`src/rtl/contador_rolhas_bcd.sv`:
```
// contador_rolhas_bcd
// Sequential front end for the 4-digit multiplexed display of the corking
// machine: digit-scan counter/enable plus BCD counters for sealed dozens
// (00-99) and corks in stock (00-99).
//
// Parameters:
//   PRESCALE     clock cycles per scan step (>= 2)
//   CARGA        corks added per reload event (1..15, binary)
//   ROLHAS_RESET BCD cork stock after reset
//
// Ports:
//   clk, reset                       clock, synchronous active-high reset
//   ligado                           machine on; gates counting and scan
//   garrafa_vedada                   rising edge = one bottle sealed
//   carga_rolhas                     rising edge = CARGA corks loaded
//   zerar_duzias                     level; clears dozens, bottle count, flag
//   contador                         digit-scan select 0..3
//   display_en                       registered copy of ligado
//   duzias_dezenas/duzias_unidades   BCD dozens
//   rolhas_dezenas/rolhas_unidades   BCD cork stock
//   rolhas_vazio                     stock == 00
//   duzias_max                       sticky, dozens saturated at 99
//
// Optional macro BLANK_ZERO_EN: the tens digits output 4'hF (blank code)
// when they are 0; internal state is unaffected.

module contador_rolhas_bcd #(
  parameter int unsigned PRESCALE     = 50000,
  parameter logic [3:0]  CARGA        = 4'd12,
  parameter logic [7:0]  ROLHAS_RESET = 8'h24
) (
  input  logic       clk,
  input  logic       reset,
  input  logic       ligado,
  input  logic       garrafa_vedada,
  input  logic       carga_rolhas,
  input  logic       zerar_duzias,
  output logic [1:0] contador,
  output logic       display_en,
  output logic [3:0] duzias_dezenas,
  output logic [3:0] duzias_unidades,
  output logic [3:0] rolhas_dezenas,
  output logic [3:0] rolhas_unidades,
  output logic       rolhas_vazio,
  output logic       duzias_max
);

  localparam int unsigned PW = $clog2(PRESCALE);

  logic [PW-1:0] prescaler_q, prescaler_d;
  logic [1:0]    contador_q, contador_d;
  logic          display_en_q, display_en_d;
  logic          garrafa_prev_q, garrafa_prev_d;
  logic          carga_prev_q, carga_prev_d;
  logic [3:0]    duz_dez_q, duz_dez_d;
  logic [3:0]    duz_uni_q, duz_uni_d;
  logic [3:0]    garrafas_q, garrafas_d;
  logic [3:0]    rol_dez_q, rol_dez_d;
  logic [3:0]    rol_uni_q, rol_uni_d;
  logic          duz_max_q, duz_max_d;

  logic       garrafa_ev;
  logic       carga_ev;
  logic       garrafa_ok;
  logic [3:0] rol_t;
  logic [3:0] rol_u;
  logic [4:0] soma;

  always_comb begin
    prescaler_d    = prescaler_q;
    contador_d     = contador_q;
    duz_dez_d      = duz_dez_q;
    duz_uni_d      = duz_uni_q;
    garrafas_d     = garrafas_q;
    duz_max_d      = duz_max_q;
    garrafa_ok     = 1'b0;
    soma           = '0;

    garrafa_prev_d = garrafa_vedada;
    carga_prev_d   = carga_rolhas;
    display_en_d   = ligado;

    garrafa_ev = ligado & garrafa_vedada & ~garrafa_prev_q;
    carga_ev   = ligado & carga_rolhas & ~carga_prev_q;

    // Scan
    if (!ligado) begin
      prescaler_d = '0;
      contador_d  = '0;
    end else if (prescaler_q == PW'(PRESCALE - 1)) begin
      prescaler_d = '0;
      contador_d  = contador_q + 2'd1;
    end else begin
      prescaler_d = prescaler_q + PW'(1);
    end

    // Reload is applied before the bottle so a simultaneous pair sees the
    // refilled stock. Units sum is at most 9+15=24, so at most two carries.
    rol_t = rol_dez_q;
    rol_u = rol_uni_q;
    if (carga_ev) begin
      soma = {1'b0, rol_u} + {1'b0, CARGA};
      if (soma >= 5'd20) begin
        rol_u = 4'(soma - 5'd20);
        rol_t = rol_t + 4'd2;
      end else if (soma >= 5'd10) begin
        rol_u = 4'(soma - 5'd10);
        rol_t = rol_t + 4'd1;
      end else begin
        rol_u = soma[3:0];
      end
      if (rol_t > 4'd9) begin
        rol_t = 4'd9;
        rol_u = 4'd9;
      end
    end

    if (garrafa_ev && ((rol_t != 4'd0) || (rol_u != 4'd0))) begin
      garrafa_ok = 1'b1;
      if (rol_u == 4'd0) begin
        rol_u = 4'd9;
        rol_t = rol_t - 4'd1;
      end else begin
        rol_u = rol_u - 4'd1;
      end
    end

    rol_dez_d = rol_t;
    rol_uni_d = rol_u;

    // Dozens: clearing wins over a counted bottle; stock still decrements.
    if (ligado && zerar_duzias) begin
      duz_dez_d  = '0;
      duz_uni_d  = '0;
      garrafas_d = '0;
      duz_max_d  = 1'b0;
    end else if (garrafa_ok) begin
      if (garrafas_q == 4'd11) begin
        garrafas_d = '0;
        if ((duz_dez_q == 4'd9) && (duz_uni_q == 4'd9)) begin
          duz_max_d = 1'b1;
        end else if (duz_uni_q == 4'd9) begin
          duz_uni_d = '0;
          duz_dez_d = duz_dez_q + 4'd1;
        end else begin
          duz_uni_d = duz_uni_q + 4'd1;
        end
      end else begin
        garrafas_d = garrafas_q + 4'd1;
      end
    end
  end

  always_ff @(posedge clk) begin
    if (reset) begin
      prescaler_q    <= '0;
      contador_q     <= '0;
      display_en_q   <= 1'b0;
      garrafa_prev_q <= 1'b0;
      carga_prev_q   <= 1'b0;
      duz_dez_q      <= '0;
      duz_uni_q      <= '0;
      garrafas_q     <= '0;
      rol_dez_q      <= ROLHAS_RESET[7:4];
      rol_uni_q      <= ROLHAS_RESET[3:0];
      duz_max_q      <= 1'b0;
    end else begin
      prescaler_q    <= prescaler_d;
      contador_q     <= contador_d;
      display_en_q   <= display_en_d;
      garrafa_prev_q <= garrafa_prev_d;
      carga_prev_q   <= carga_prev_d;
      duz_dez_q      <= duz_dez_d;
      duz_uni_q      <= duz_uni_d;
      garrafas_q     <= garrafas_d;
      rol_dez_q      <= rol_dez_d;
      rol_uni_q      <= rol_uni_d;
      duz_max_q      <= duz_max_d;
    end
  end

  assign contador        = contador_q;
  assign display_en      = display_en_q;
  assign duzias_unidades = duz_uni_q;
  assign rolhas_unidades = rol_uni_q;
  assign rolhas_vazio    = (rol_dez_q == 4'd0) && (rol_uni_q == 4'd0);
  assign duzias_max      = duz_max_q;

`ifdef BLANK_ZERO_EN
  assign duzias_dezenas  = (duz_dez_q == 4'd0) ? 4'hF : duz_dez_q;
  assign rolhas_dezenas  = (rol_dez_q == 4'd0) ? 4'hF : rol_dez_q;
`else
  assign duzias_dezenas  = duz_dez_q;
  assign rolhas_dezenas  = rol_dez_q;
`endif

endmodule
```
`config.mk`:
```
export PLATFORM = sky130hd
export DESIGN_NAME = contador_rolhas_bcd
export DESIGN_NICKNAME = d
export VERILOG_FILES = /design/src/rtl/contador_rolhas_bcd.sv
export SDC_FILE = /design/constraint.sdc
export NUM_CORES = 1
export LEC_CHECK = 0
export ABC_AREA = 1
export CORE_ASPECT_RATIO = 1.2
export CORE_MARGIN = 10
export CORE_UTILIZATION = 35
export CTS_CLUSTER_SIZE = 14
export DETAILED_ROUTE_END_ITERATION = 7
export PLACE_DENSITY_LB_ADDON = 0.12
export SYNTH_ARGS = -nofsm -noshare
export SYNTH_HDL_FRONTEND = slang
export SYNTH_SLANG_ARGS = --single-unit
```
`constraint.sdc`:
```
create_clock -name clk -period 4.45 [get_ports clk]
set_clock_uncertainty 0.05 [all_clocks]
set_input_delay 0.445 -clock clk [delete_from_list [all_inputs] [get_ports clk]]
set_output_delay 0.445 -clock clk [all_outputs]
set_load 0.01 [all_outputs]
```
==> metrics.md <==
| Metric | Value |
|---|---|
| Post-route worst setup slack | between 1 and 1.5 ns |
| Total routed wirelength | roughly 5700 um |
| Period Utilization, post-route | between 60% and 70% |
| Slew Limit Headroom | 50.2% |
| H-tree depth | 2 |
| Synth top area share | 32.7% |
| CTS sink count | 42 |
| Cell variety after synth | 33 |
| Core Util, Final | 42.0% |
| Io pins | 27 |
| Crit end category | flop |
| Vias/cell | about 4.6 |
| Yosys reg bits | 42 |
| Area contributors post-synth | dfxtp_1 33%, nand2_1 11%, inv_1 8.2% |
| First-pass GRT wire length | around 9400 um |
| FMAX | ~330 MHz |
| Resized Gates After CTS | 0 |
| Core ar. | between 7000 and 8000 sq um |
| Final hold vios | 0 |
| Worst Hold Class | flop to flop |
| Unrepaired setup endpoints after global routing | false |
| Num CTS Buffers | 5 |
| Remaining antenna violation count after routing | 0 |
| Die ar. | ~11000 sq um |
| M3 GR Usage | 3.02% |
| Top delay family on crit path | simple AND/OR/NAND/NOR gates |
| Worst skew pair latency | between 0.2 and 0.3 ns |
| Critical path cell sequence | inv_1 -> ha_1 -> nor2_1 -> nand2_2 -> nand2_4 -> inv_4 -> nand2_2 -> nand2_2 -> nor2_4 -> nand2_4 -> o21ai_0 -> inv_1 -> ha_1 -> inv_1 -> nor2_1 -> nand3_1 -> nor2_2 -> nor2_4 -> nand2_1 -> nand2_1 -> a21oi_1 |
| Starting DRT DRC Count | 113 |
| Synth Area per Inst | approximately 6.9 sq um |
| Ant diodes | 0 |
| Drt first pass iters | 4 |
| WL per Instance | approximately 12 um |
| Initial cell density of the core | between 30% and 40% |
| Pleak | between 1 and 1.5 nW |
| Cell Pwr Density | between 300 and 400 nW/um^2 |
| Worst IR Drop VDD | between 150 and 200 uV |
| Share of cells above drive strength 1 | between 10% and 20% |
| Synthesis-to-layout area growth | 17.3% |
| CP bufs+invs | 4 |
| Post-DP HPWL | 4450 um |
| Initial antenna violation count | 0 |
| Crit start category | flop |
| Final min period | 3.03 ns |
| Crit-path max FO | 15 |
| Setup Fix Bufs, Post-CTS | 0 |
| Met1 GRT Util | 11.2% |
| Post-synth top area cell | dfxtp_1 |
| Final slew viol count | 0 |
| Synth Net Count | slightly below 400 |
| Setup TNS | 0 ns |
| WP data arrival | about 3.1 ns |
| Fill cells | 764 |
| Area of the mapped netlist | between 2000 and 3000 sq um |
| Number of max-cap violations | 0 |
| Gr usage total | under 10% |
| Crit-path slowest cell | dfxtp_1 |
| Kind of critical path | flop to flop |
| DRC | 0 |
| Largest net degree at the start of global routing | 16 |
| Status | finished, final reports clean |
| Final nets | 421 |
| CTS root buffer | clkbuf_8 |
| Clock-pin slew on the worst setup and hold paths | 0.08 ns |
| Vias in the first global route | 2139 |
| Slew @ Worst Pin | about 0.74 ns |
| Busiest grt layer | met2 |
| GR Overflow Total | 0 |
| Row Count | 34 |
| Yosys warning total | 0 |
| Synth Instances | ~370 |
| Hold_buf cts | 0 |
| Placement Setup Slack | 1.37 ns |
| TritonCTS clock tree | done |
| Met2 usage | 16.8% |
| Die H | 114 um |
| WP data required | 4.56 ns |
| Final setup fails | 0 |
| Vias | around 2200 |
| Max incr delay on CP | between 0.4 and 0.5 ns |
| Gpl congestion | ~0.8 |
| Sequential fraction of the synthesis area | between 30 and 40% |
| I/O Buffers | 26 |
| Maximum buffer depth of the clock tree | 2 |
| Die width | 98.3 um |
==> per-stage QoR <==
step	cell area, sq um	power, mW	std cells	hold slack [ns]
final	3020	1.01	492	0.408
after global routing	3020	1.09	492	0.435
after CTS	3020	1.03	492	0.411
after detailed placement	2930	0.776	484	0.392
after global placement	2930	0.777	484	0.385
after floorplan	2570	0.688	371	0.368
==> cell usage after synthesis, drive strengths merged <==
library cell and n:
nor2 50, or2 1, o21bai 1, o21a 1, nor4 4, xnor2 3, buf 1, clkbuf 2
a21oi 28, nor3 7, clkinv 1, o211ai 2, nor3b 1, dfxtp 42, and3 1, nand3 27
nand2 92, inv 62, xor2 9, o21ai 11, nand4 10, ha 14, and2 1
==> logic make-up after synthesis <==
| family | after synthesis | share of synthesized area (%) |
|---|---|---|
| flip-flops | 42 | 32.7 |
| AND/OR/NAND/NOR | 194 | 37.1 |
| XOR/XNOR | 12 | 4.37 |
| AO/OA/AOI/OAI | 43 | 8.89 |
| buffers and inverters | 66 | 10.2 |
| adder cells (fa/ha/maj) | 14 | 6.80 |
==> per-layer routing <==
metal / vias to the layer above / share of wire (%)
met3: 7 / 4.7
met1: 965 / 46
li1: 1232 / -
met2: 43 / 48
met5: - / 0
met4: 0 / 1.7
==> worst register-to-register path, cell delays in order (launching register included) <==
cell and delay [ns]:
dfxtp_1 0.44, inv_1 0.15, ha_1 0.25, nor2_1 0.13
nand2_2 0.07, nand2_4 0.12, inv_4 0.06, nand2_2 0.07
nand2_2 0.08, nor2_4 0.12, nand2_4 0.08, o21ai_0 0.08
inv_1 0.10, ha_1 0.23, inv_1 0.10, nor2_1 0.05
nand3_1 0.09, nor2_2 0.06, nor2_4 0.26, nand2_1 0.17
nand2_1 0.09, a21oi_1 0.06
==> placed cells by master, fill, tap and decap left out, drive strengths merged, types with 2 or more instances in the layout <==
cell            n
a21oi          28
clkbuf          7
clkdlybuf4s50  26
clkinv          2
dfxtp          42
ha             14
inv            62
nand2          92
nand3          27
nand4          10
nor2           50
nor3            7
nor4            4
o211ai          2
o21ai          11
xnor2           3
xor2            9
==> flip-flops by register name, summed over array words and instances (netlist names) <==
signal	count
prescaler_q	16
duzias_dezenas	4
duzias_unidades	4
garrafas_q	4
rolhas_dezenas	4
rolhas_unidades	4
contador	2
carga_prev_q	1
display_en	1
duzias_max	1
garrafa_prev_q	1
==> layout make-up <==
class | instances | area, sq um | area share, %
Clock buffer | 7 | 86.3 | 2.86
Clock inverter | 1 | 5.00 | 0.166
Inverter | 63 | 244 | 8.08
Multi-Input combinational cell | 263 | 1470 | 48.7
Sequential cell | 42 | 841 | 27.8
Tap cell | 90 | 113 | 3.73
Timing Repair Buffer | 26 | 260 | 8.62
==> path summary, 6_finish.rpt <==
kind | from | to | slack (ns) | cells after the start
worst max-delay path | rolhas_unidades[2] | duzias_unidades[3] | 1.42 | 21
worst max register to register | rolhas_unidades[2] | duzias_unidades[3] | 1.42 | 21
worst min register to register | prescaler_q[0] | prescaler_q[0] | 0.41 | 1
worst min-delay path | prescaler_q[0] | prescaler_q[0] | 0.41 | 1
==> where the power goes <==
group          internal, mW  switching (mW)
logic                 0.132           0.216
registers             0.392          0.0237
clock network         0.125           0.125
Power figures use the tool's default switching activity.
